==> config.mk <==
export PLATFORM = sky130hd
export DESIGN_NAME = operand_loader
export DESIGN_NICKNAME = d
export VERILOG_FILES = /design/src/rtl/operand_loader.sv
export SDC_FILE = /design/constraint.sdc
export NUM_CORES = 1
export LEC_CHECK = 0
export CAP_MARGIN = 30
export CORE_ASPECT_RATIO = 2
export CORE_MARGIN = 2
export CORE_UTILIZATION = 52
export DETAILED_ROUTE_END_ITERATION = 12
export PLACE_DENSITY = 0.76
export SLEW_MARGIN = 20
export SYNTH_ARGS = -nofsm -noshare
export SYNTH_HDL_FRONTEND = slang
export SYNTH_SLANG_ARGS = --single-unit
==> constraint.sdc <==
create_clock -name CLOCK_50 -period 2.4 [get_ports CLOCK_50]
set_input_delay 0.36 -clock CLOCK_50 [delete_from_list [all_inputs] [get_ports CLOCK_50]]
set_output_delay 0.36 -clock CLOCK_50 [all_outputs]
set_load 0.05 [all_outputs]
==> src/rtl/operand_loader.sv <==
// Two-operand loader: a debounced KEY[1] press captures SW into X, then into Y.
// A completed X/Y pair raises VALID; the next press starts a new pair with X.
module operand_loader #(
   parameter int unsigned DEBOUNCE_CYCLES = 1000000
) (
   input  logic       CLOCK_50,
   input  logic [1:0] KEY,
   input  logic [7:0] SW,
   output logic [7:0] X,
   output logic [7:0] Y,
   output logic       VALID,
   output logic [1:0] STATE
);

   localparam int unsigned CNT_W = $clog2(DEBOUNCE_CYCLES + 1);
   localparam logic [CNT_W-1:0] CNT_LAST = CNT_W'(DEBOUNCE_CYCLES - 1);

   typedef enum logic [1:0] {
      S_X    = 2'b00,
      S_Y    = 2'b01,
      S_DONE = 2'b10,
      S_BAD  = 2'b11
   } state_t;

   logic             w_rst_n;
   logic             w_mismatch;
   logic             w_accept;

   logic             r_sync1;
   logic             r_sync2;
   logic             r_stable;
   logic [CNT_W-1:0] r_cnt;
   logic             r_press;

   state_t           r_state;
   logic [7:0]       r_x;
   logic [7:0]       r_y;
   logic             r_valid;

   assign w_rst_n    = KEY[0];
   assign w_mismatch = (r_sync2 != r_stable);
   assign w_accept   = w_mismatch && (r_cnt == CNT_LAST);

   // Synchronizer and debouncer; idle level of the button is high.
   always_ff @(posedge CLOCK_50 or negedge w_rst_n) begin
      if (!w_rst_n) begin
         r_sync1  <= 1'b1;
         r_sync2  <= 1'b1;
         r_stable <= 1'b1;
         r_cnt    <= '0;
         r_press  <= 1'b0;
      end else begin
         r_sync1 <= KEY[1];
         r_sync2 <= r_sync1;
         if (!w_mismatch) begin
            r_cnt <= '0;
         end else if (w_accept) begin
            r_stable <= r_sync2;
            r_cnt    <= '0;
         end else begin
            r_cnt <= r_cnt + 1'b1;
         end
         // Only a falling stable level is a press; releases are silent.
         r_press <= w_accept & ~r_sync2;
      end
   end

   always_ff @(posedge CLOCK_50 or negedge w_rst_n) begin
      if (!w_rst_n) begin
         r_state <= S_X;
         r_x     <= 8'h00;
         r_y     <= 8'h00;
         r_valid <= 1'b0;
      end else begin
         case (r_state)
            S_X: begin
               if (r_press) begin
                  r_x     <= SW;
                  r_state <= S_Y;
               end
            end
            S_Y: begin
               if (r_press) begin
                  r_y     <= SW;
                  r_valid <= 1'b1;
                  r_state <= S_DONE;
               end
            end
            S_DONE: begin
               // Y keeps the old operand; VALID low marks the pair stale.
               if (r_press) begin
                  r_x     <= SW;
                  r_valid <= 1'b0;
                  r_state <= S_Y;
               end
            end
            default: begin
               r_state <= S_X;
               r_valid <= 1'b0;
            end
         endcase
      end
   end

   assign X     = r_x;
   assign Y     = r_y;
   assign VALID = r_valid;
   assign STATE = r_state;

endmodule

==> flow_metrics.env, run 1 <==
export IMPL_status="finished, final reports clean"
export IMPL_post_dp_hpwl_um=2730
export IMPL_rows=30
export IMPL_ctsHtreeMaxLevel=2
export IMPL_cts_buffer_depth=2
export IMPL_max_slew_margin=0.503
export IMPL_ant_nets=0
export IMPL_internal_power_mw=1.11
export IMPL_final_setup_skew_ns=0.00660
export IMPL_p_switching_mw=0.302
export IMPL_grt_busiest_layer="met2"
export IMPL_root_buffer="clkbuf_8"
export IMPL_fin_crit_ns=2.12
export IMPL_worstHoldPathType="flip-flop to flip-flop"
export IMPL_grt_pass1_vias=1416
export IMPL_dieArea_um2=4090
export IMPL_cts_tree="yes"
export IMPL_ios=30
export IMPL_peakVddDrop_uv=608
export IMPL_finalSetupViolCount=0
export IMPL_avgSynthCellArea_um2=11.7
export IMPL_swShare=0.213
export IMPL_path_class="flip-flop to flip-flop"
export IMPL_layout_drive_gt1_share=0.187
export IMPL_wire_per_inst_um=15.7
export IMPL_antenna_found_initial=0
export IMPL_ys_ff_latch=43
export IMPL_report_final_slew_viol_count=0
export IMPL_syn2layout_area_growth_pct=25.6
export IMPL_cpPeakStageDelay_ns=0.68
export IMPL_grt_max_degree=44
export IMPL_grtUsageTotal=0.217
export IMPL_cp_start_kind="flip-flop"
export IMPL_yosysSeqAreaShare=0.582
export IMPL_syn_num_nets=170
export IMPL_synth_cells=158
export IMPL_grt_overflow=0
export IMPL_place_area_um2=2180
export IMPL_synth_cell_types=32
export IMPL_period_share=0.884
export IMPL_design_area_um2=2330
export IMPL_crit_path_end_kind="flip-flop"
export IMPL_via_count=1321
export IMPL_vias_per_cell=5.48
export IMPL_use_met2=0.391
export IMPL_core_um2=3420
export IMPL_wirelength_um=3770
export IMPL_fin_cells=241
export IMPL_cp_slowest_cell="or4_1"
export IMPL_worstPathRequired_ns=2.63
export IMPL_layout_nets=204
export IMPL_initial_core_util=0.543
export IMPL_worst_path_dominant_cell_family="simple AND/OR/NAND/NOR gates"
export IMPL_die_y_um=88.5
export IMPL_p_leak_nw=0.975
export IMPL_path_max_fanout=7
export IMPL_rsz0062_at_grt="no"
export IMPL_syn_cell_area_um2=1850
export IMPL_fin_setup_tns_ns=0
export IMPL_hold_viol=0
export IMPL_drc=0
export IMPL_dp_cells=231
export IMPL_first_pass_iters=4
export IMPL_clkPwrFrac=0.404
export IMPL_cts_sinks=43
export IMPL_cp_cell_sequence="ha_1 > nand2_1 > or4_1 > or4_4 > a21oi_2"
export IMPL_fmaxAchievable_ghz=0.471
export IMPL_power_frac_seq=0.528
export IMPL_critPathBufInv=0
export IMPL_insertion_delay_ns=0.29
export IMPL_cts_clk_slew_worst_paths_ns=0.08
export IMPL_final_common_cell="dfrtp_1"
export IMPL_p_per_area_nw_per_um2=608
export IMPL_gp_congestion=0.876
export IMPL_grt_pass1_wl_um=6320
export IMPL_cts_made_buffers=5
export IMPL_use_met3=0.0510
export IMPL_final_cell_mix="dfrtp_1 (40), clkdlybuf4s50_1 (28), mux2_2 (17), nor2_1 (16), xnor2_1 (8)"
export IMPL_diodes=0
export IMPL_drt_iter0_drc=19
export IMPL_comb_power_share=0.068
export IMPL_portBuffers=29
export IMPL_crit_arrival_ns=2.35
export IMPL_fp_dieW_um=46.2
export IMPL_cts_resized=0
export IMPL_yosysWarnings=0
export IMPL_max_cap_violations=0
export IMPL_met1_usage=0.222
export IMPL_worstMarginPinSlew_ns=0.744
worst paths after layout:
path                               startpoint  slack, ns  depth (start not counted)                   to
setup / recovery           r_cnt[0]$_DFF_PN0_       0.28                          5  r_cnt[18]$_DFF_PN0_
hold / removal              r_sync1$_DFF_PN1_       0.36                          0    r_sync2$_DFF_PN1_
setup reg to reg           r_cnt[0]$_DFF_PN0_       0.28                          5  r_cnt[18]$_DFF_PN0_
hold reg to reg             r_sync1$_DFF_PN1_       0.36                          0    r_sync2$_DFF_PN1_
max in group asynchronous              KEY[0]       1.36                          3    r_sync2$_DFF_PN1_
min in group asynchronous              KEY[0]       0.51                          2  r_cnt[18]$_DFF_PN0_
cell families (layout without fill, tap and decap cells):
group	after synthesis	in the layout	synth area share
compound gates	18	18	0.0553
mux	17	17	0.103
flops	43	43	0.582
buf+inv	8	43	0.0182
simple gates	59	59	0.177
xor+xnor	12	12	0.0567
fa+ha+maj	1	1	0.00675
synthesized netlist by cell type:
cell / instances / area (um2)
nand3_1: 7 / 35.0
nor2_1: 16 / 60.1
clkbuf_1: 1 / 3.75
inv_1: 4 / 15.0
a21oi_2: 1 / 8.76
xnor2_1: 8 / 70.1
a21oi_1: 7 / 35.0
a31o_2: 1 / 8.76
mux2_2: 17 / 191
or4_4: 1 / 11.3
and3_1: 2 / 12.5
or2_2: 2 / 12.5
and4_1: 1 / 8.76
nor2b_1: 1 / 6.26
nand4_2: 1 / 12.5
or4_1: 3 / 22.5
nand2_1: 6 / 22.5
buf_2: 3 / 15.0
o31ai_1: 2 / 15.0
nand4_1: 5 / 31.3
xor2_1: 4 / 35.0
o21ai_0: 7 / 35.0
nand2b_1: 1 / 6.26
or4b_1: 1 / 10.0
nor4_1: 2 / 12.5
ha_1: 1 / 12.5
or3_1: 6 / 37.5
nor3b_1: 2 / 15.0
nand3b_1: 1 / 7.51
dfstp_2: 3 / 78.8
nor3_1: 1 / 5.00
dfrtp_1: 40 / 1000
cell type report:
class	count	area (um2)
Fill cell	255	1090
Multi-Input combinational cell	107	741
Timing Repair Buffer	31	315
Sequential cell	43	1080
Clock buffer	6	82.6
Inverter	4	15.0
Clock inverter	2	35.0
Tap cell	48	60.1
power groups by stage:
stage | sequential [mW] | combinational (mW) | clock [mW]
finish | 0.747 | 0.0961 | 0.572
global route | 0.748 | 0.105 | 0.619
CTS | 0.747 | 0.0928 | 0.585
detailed placement | 0.761 | 0.0925 | 0
global placement | 0.760 | 0.0895 | 0
floorplan | 0.784 | 0.0194 | 0
registers in the layout (all words and copies together) (netlist names):
register  flops
r_cnt        20
X             8
Y             8
STATE         2
VALID         1
r_press       1
r_stable      1
r_sync1       1
r_sync2       1
stage by stage:
step	setup slack [ns]	hold slack, ns	utilization	power, mW
after floorplan	0.476	0.0644	-	0.804
after global placement	0.341	0.346	0.638	0.849
after detailed placement	0.293	0.350	0.638	0.854
after CTS	0.278	0.223	0.673	1.43
after global routing	0.228	0.366	0.682	1.47
final	0.279	0.360	0.682	1.42
routing by layer:
metal	vias up	part of all wire
li1	624	-
met1	644	0.35
met2	46	0.58
met3	7	0.044
met4	0	0.017
met5	-	0
timing repair:
action                                 4_1_cts  5_1_grt
hold buffers                                 0        1
endpoints found under the hold margin        0       14
setup buffers                                0        0
Power figures use the tool's default switching activity.
==> run 2: changes to the inputs <==
Clock period 2.4 ns to 2.11 ns, I/O delays scaled along.
==> run 2 against run 1 <==
  * Final cell count is 0.41% higher
  * Fmax is 7.5% higher
  * Global-route usage is 0.44 points lower
==> flow_metrics.env, run 2 (same netlist as run 1, synthesis figures left out) <==
export IMPL_multiInputGateArea_um2=751
export IMPL_root_buffer="clkbuf_8"
export IMPL_final_common_cell="dfrtp_1"
export IMPL_final_cell_mix="dfrtp_1 (40), clkdlybuf4s50_1 (28), mux2_2 (17), nor2_1 (16), xnor2_1 (8)"
export IMPL_insertion_delay_ns=0.30
export IMPL_grt_pass1_vias=1431
export IMPL_gp_congestion=0.855
export IMPL_fill_cells=264
export IMPL_drc=0
export IMPL_wire_per_inst_um=15.3
export IMPL_post_place_ws_ns=0.0639
export IMPL_path_max_fanout=7
export IMPL_grtUsageTotal=0.213
export IMPL_dieArea_um2=4090
export IMPL_grt_overflow=0
export IMPL_fp_dieW_um=46.2
export IMPL_worstMarginPinSlew_ns=0.530
export IMPL_fin_util=0.677
export IMPL_crit_path_end_kind="flip-flop"
export IMPL_peakVddDrop_uv=491
export IMPL_largest_register_ffs=20
export IMPL_regArea_um2=1080
export IMPL_top_register="r_cnt"
export IMPL_worstHoldPathType="input pin to asynchronous set/reset pin"
export IMPL_die_y_um=88.5
export IMPL_whs_ns=0.0795
export IMPL_grt_max_degree=44
export IMPL_cp_start_kind="flip-flop"
export IMPL_fin_crit_ns=1.97
export IMPL_p_leak_nw=0.963
export IMPL_status="finished, final reports clean"
export IMPL_ctsHtreeMaxLevel=2
export IMPL_fin_setup_tns_ns=0
export IMPL_layout_drive_gt1_share=0.201
export IMPL_crit_arrival_ns=2.21
export IMPL_layout_nets=205
export IMPL_via_count=1360
export IMPL_wirelength_um=3710
export IMPL_ios=30
export IMPL_final_setup_skew_ns=0.00598
export IMPL_core_um2=3420
export IMPL_max_cap_violations=0
export IMPL_drt_iter0_drc=66
export IMPL_portBuffers=29
export IMPL_worstPathRequired_ns=2.34
export IMPL_max_slew_margin=0.647
export IMPL_initial_core_util=0.543
export IMPL_antenna_found_initial=0
export IMPL_cts_made_buffers=5
export IMPL_grt_pass1_wl_um=6130
export IMPL_ant_nets=0
export IMPL_vias_per_cell=5.62
export IMPL_diodes=0
export IMPL_cts_buffer_depth=2
export IMPL_postCtsHoldBufs=0
export IMPL_cts_sinks=43
export IMPL_fmaxAchievable_ghz=0.507
export IMPL_first_pass_iters=4
export IMPL_cts_tree="yes"
export IMPL_rows=30
export IMPL_p_per_area_nw_per_um2=634
export IMPL_rsz0062_at_grt="no"
export IMPL_finalSetupViolCount=0
export IMPL_report_final_slew_viol_count=0
export IMPL_syn2layout_area_growth_pct=24.6
export IMPL_path_class="flip-flop to flip-flop"
export IMPL_timing_final_ws_setup_ns=0.137
export IMPL_post_dp_hpwl_um=2690
export IMPL_cts_clk_slew_worst_paths_ns=0.08
export IMPL_fin_cells=242
export IMPL_period_share=0.935
export IMPL_dp_cells=234
export IMPL_hold_viol=0
==> run 2: routing by layer <==
layer  vias up  wire, um  track usage
li1        630         -            -
met1       664      1360        0.206
met2        50      2050        0.372
met3        16       148       0.0592
met4         0       153        0.132
met5         -         0            0
==> run 2: power by group <==
part	switching, mW	leakage (nW)	internal (mW)
clock network	0.277	0.0412	0.231
logic	0.0644	0.352	0.0447
registers	0.00983	0.569	0.839
total	0.351	0.963	1.12
==> run 2: layout make-up <==
type,instances,share of cell area
timing repair buffer,32,0.139
clock buffer,6,0.0314
multi-input combinational,107,0.325
clock inverter,2,0.00541
tap,48,0.0260
sequential,43,0.467
inverter,4,0.00650
==> run 2: per-stage QoR <==
stage                     instance area (um2)  total power [mW]
after CTS                                2300              1.48
after detailed placement                 2220             0.976
after floorplan                          1850             0.914
after global routing                     2310              1.53
final                                    2310              1.47
after global placement                   2220             0.971
==> run 2: worst paths after layout <==
path	startpoint	cells past startpoint	slack, ns	endpoint
min in group CLOCK_50	r_sync1$_DFF_PN1_	0	0.36	r_sync2$_DFF_PN1_
hold reg to reg	r_sync1$_DFF_PN1_	0	0.36	r_sync2$_DFF_PN1_
max in group asynchronous	KEY[0]	2	1.65	r_sync2$_DFF_PN1_
setup / recovery	r_cnt[0]$_DFF_PN0_	5	0.14	r_cnt[18]$_DFF_PN0_
hold / removal	KEY[0]	2	0.08	r_cnt[16]$_DFF_PN0_
setup reg to reg	r_cnt[0]$_DFF_PN0_	5	0.14	r_cnt[18]$_DFF_PN0_
==> run 2: critical path: stages, from the launching register on <==
cell	delay (ns)
dfrtp_1	0.39
ha_1	0.24
nand2_1	0.11
or4_4	0.59
or4_4	0.44
a21oi_2	0.14
==> run 2: timing repair <==
item | 4_1_cts | 5_1_grt
endpoints found under the setup margin | 0 | 3
resized for setup | 0 | 2
buffers inserted | 0 | 0
==> run 3: changes to the inputs <==
==> constraint.sdc (replaced) <==
create_clock -name CLOCK_50 -period 1.99 [get_ports CLOCK_50]
set_input_delay 0.2985 -clock CLOCK_50 [delete_from_list [all_inputs] [get_ports CLOCK_50]]
set_output_delay 0.2985 -clock CLOCK_50 [all_outputs]
set_load 0.02 [all_outputs]
==> run 3 against run 2 <==
  * Clock power is 32% higher
  * Sequential cell count stayed put
  * Largest power group unchanged
  * Wire length is 2.8% higher
  * Hold slack better by 0.027 ns
  * Register-to-register slack worse by 0.06 ns
==> flow_metrics.env, run 3 (same netlist as run 1, synthesis figures left out) <==
export IMPL_status="finished, final reports clean"
export IMPL_dieArea_um2=4090
export IMPL_swShare=0.214
export IMPL_report_final_slew_viol_count=0
export IMPL_fill_cells=259
export IMPL_drt_iter0_drc=21
export IMPL_ctsHtreeMaxLevel=2
export IMPL_path_max_fanout=5
export IMPL_diodes=0
export IMPL_rsz0062_at_grt="no"
export IMPL_wire_per_inst_um=15.4
export IMPL_core_um2=3420
export IMPL_hold_viol=0
export IMPL_grt_pass1_wl_um=6100
export IMPL_portBuffers=29
export IMPL_crit_arrival_ns=2.14
export IMPL_path_class="flip-flop to flip-flop"
export IMPL_grt_max_degree=40
export IMPL_insertion_delay_ns=0.30
export IMPL_post_dp_hpwl_um=2790
export IMPL_ant_nets=0
export IMPL_cts_tree="yes"
export IMPL_worstHoldPathType="input pin to asynchronous set/reset pin"
export IMPL_largest_register_ffs=20
export IMPL_design_area_um2=2390
export IMPL_worstPathRequired_ns=2.22
export IMPL_gp_congestion=0.887
export IMPL_first_pass_iters=4
export IMPL_worstMarginPinSlew_ns=0.847
export IMPL_p_switching_mw=0.357
export IMPL_post_cts_buffers=0
export IMPL_die_y_um=88.5
export IMPL_peakVddDrop_uv=645
export IMPL_cts_clk_slew_worst_paths_ns=0.08
export IMPL_fp_dieW_um=46.2
export IMPL_postCtsHoldBufs=0
export IMPL_layout_drive_gt1_share=0.225
export IMPL_drc=0
export IMPL_max_cap_violations=0
export IMPL_period_share=0.963
export IMPL_internal_power_mw=1.31
export IMPL_multiInputGateArea_um2=756
export IMPL_clkPwrFrac=0.401
export IMPL_top_register="r_cnt"
export IMPL_grt_busiest_layer="met2"
export IMPL_rows=30
export IMPL_finalSetupViolCount=0
export IMPL_max_slew_margin=0.435
export IMPL_syn2layout_area_growth_pct=28.8
export IMPL_wirelength_um=3810
export IMPL_grt_pass1_vias=1418
export IMPL_fmaxAchievable_ghz=0.522
export IMPL_use_met2=0.366
export IMPL_fin_util=0.699
export IMPL_met1_usage=0.211
export IMPL_final_cell_mix="dfrtp_1 (40), clkdlybuf4s50_1 (28), mux2_2 (17), nor2_1 (16)"
export IMPL_fin_setup_tns_ns=0
export IMPL_grtUsageTotal=0.209
export IMPL_layout_nets=211
export IMPL_initial_core_util=0.543
export IMPL_fin_crit_ns=1.92
export IMPL_power_mw=1.67
export IMPL_p_per_area_nw_per_um2=699
export IMPL_cts_sinks=43
export IMPL_power_frac_seq=0.540
export IMPL_final_setup_skew_ns=0.00565
export IMPL_via_count=1372
export IMPL_p_leak_nw=1.01
export IMPL_antenna_found_initial=0
export IMPL_cp_start_kind="flip-flop"
export IMPL_ios=30
export IMPL_cts_resized=0
export IMPL_regArea_um2=1080
export IMPL_crit_path_end_kind="flip-flop"
export IMPL_cts_buffer_depth=2
export IMPL_grt_overflow=0
export IMPL_comb_power_share=0.059
export IMPL_vias_per_cell=5.53
export IMPL_cts_made_buffers=5
export IMPL_use_met3=0.0449
export IMPL_final_common_cell="dfrtp_1"
export IMPL_place_area_um2=2260
export IMPL_root_buffer="clkbuf_8"
run 3: cell types whose count changed in the layout (fill, tap and decap cells not counted), sizes merged:
cell      delta
clkinvlp     -1
clkinv       +1
bufinv       +1
clkbuf       -1
buf          +6
run 3: power groups by stage:
stage                     logic, mW  clock network (mW)  registers [mW]
after global routing          0.109               0.726           0.902
after detailed placement     0.0996                   0           0.918
final                        0.0985               0.670           0.901
after CTS                     0.100               0.689           0.901
after global placement       0.0961                   0           0.916
after floorplan              0.0234                   0           0.927
run 3: final timing paths:
path | startpoint | to | slack, ns | depth (start not counted)
worst min register to register | r_sync1$_DFF_PN1_ | r_sync2$_DFF_PN1_ | 0.36 | 0
max in group asynchronous | KEY[0] | r_cnt[1]$_DFF_PN0_ | 1.29 | 2
min in group CLOCK_50 | r_sync1$_DFF_PN1_ | r_sync2$_DFF_PN1_ | 0.36 | 0
worst max register to register | r_cnt[0]$_DFF_PN0_ | r_cnt[18]$_DFF_PN0_ | 0.07 | 5
worst max-delay path | r_cnt[0]$_DFF_PN0_ | r_cnt[18]$_DFF_PN0_ | 0.07 | 5
worst min-delay path | KEY[0] | Y[6]$_DFFE_PN0P_ | 0.11 | 1
run 3: final cells by class:
type,instances,area share
clock buffers,5,0.0288
clock inverters,3,0.0183
inverters,4,0.00629
multi-input cells,107,0.316
flip-flops and latches,43,0.452
well taps,48,0.0251
repair buffers,38,0.153
run 3: per-layer routing:
metal / vias to the layer above / share of wire
li1: 636 / -
met1: 674 / 0.36
met2: 47 / 0.57
met3: 15 / 0.037
met4: 0 / 0.036
met5: - / 0
run 3: worst max-delay path: stages (launching register included):
cell and delay [ns]:
dfrtp_1 0.40, ha_1 0.19, nand2_1 0.09, or4_1 0.61, or4_4 0.44, a21oi_2 0.13
run 3: metrics by stage:
step | worst slack, ns | hold slack [ns] | cells
4_1_cts | 0.00216 | 0.124 | 248
2_1_floorplan | 0.0659 | 0.00291 | 158
6_report | 0.0744 | 0.107 | 248
3_5_place_dp | 0.0289 | 0.348 | 240
3_3_place_gp | 0.0275 | 0.346 | 240
5_1_grt | 0.00553 | 0.160 | 248
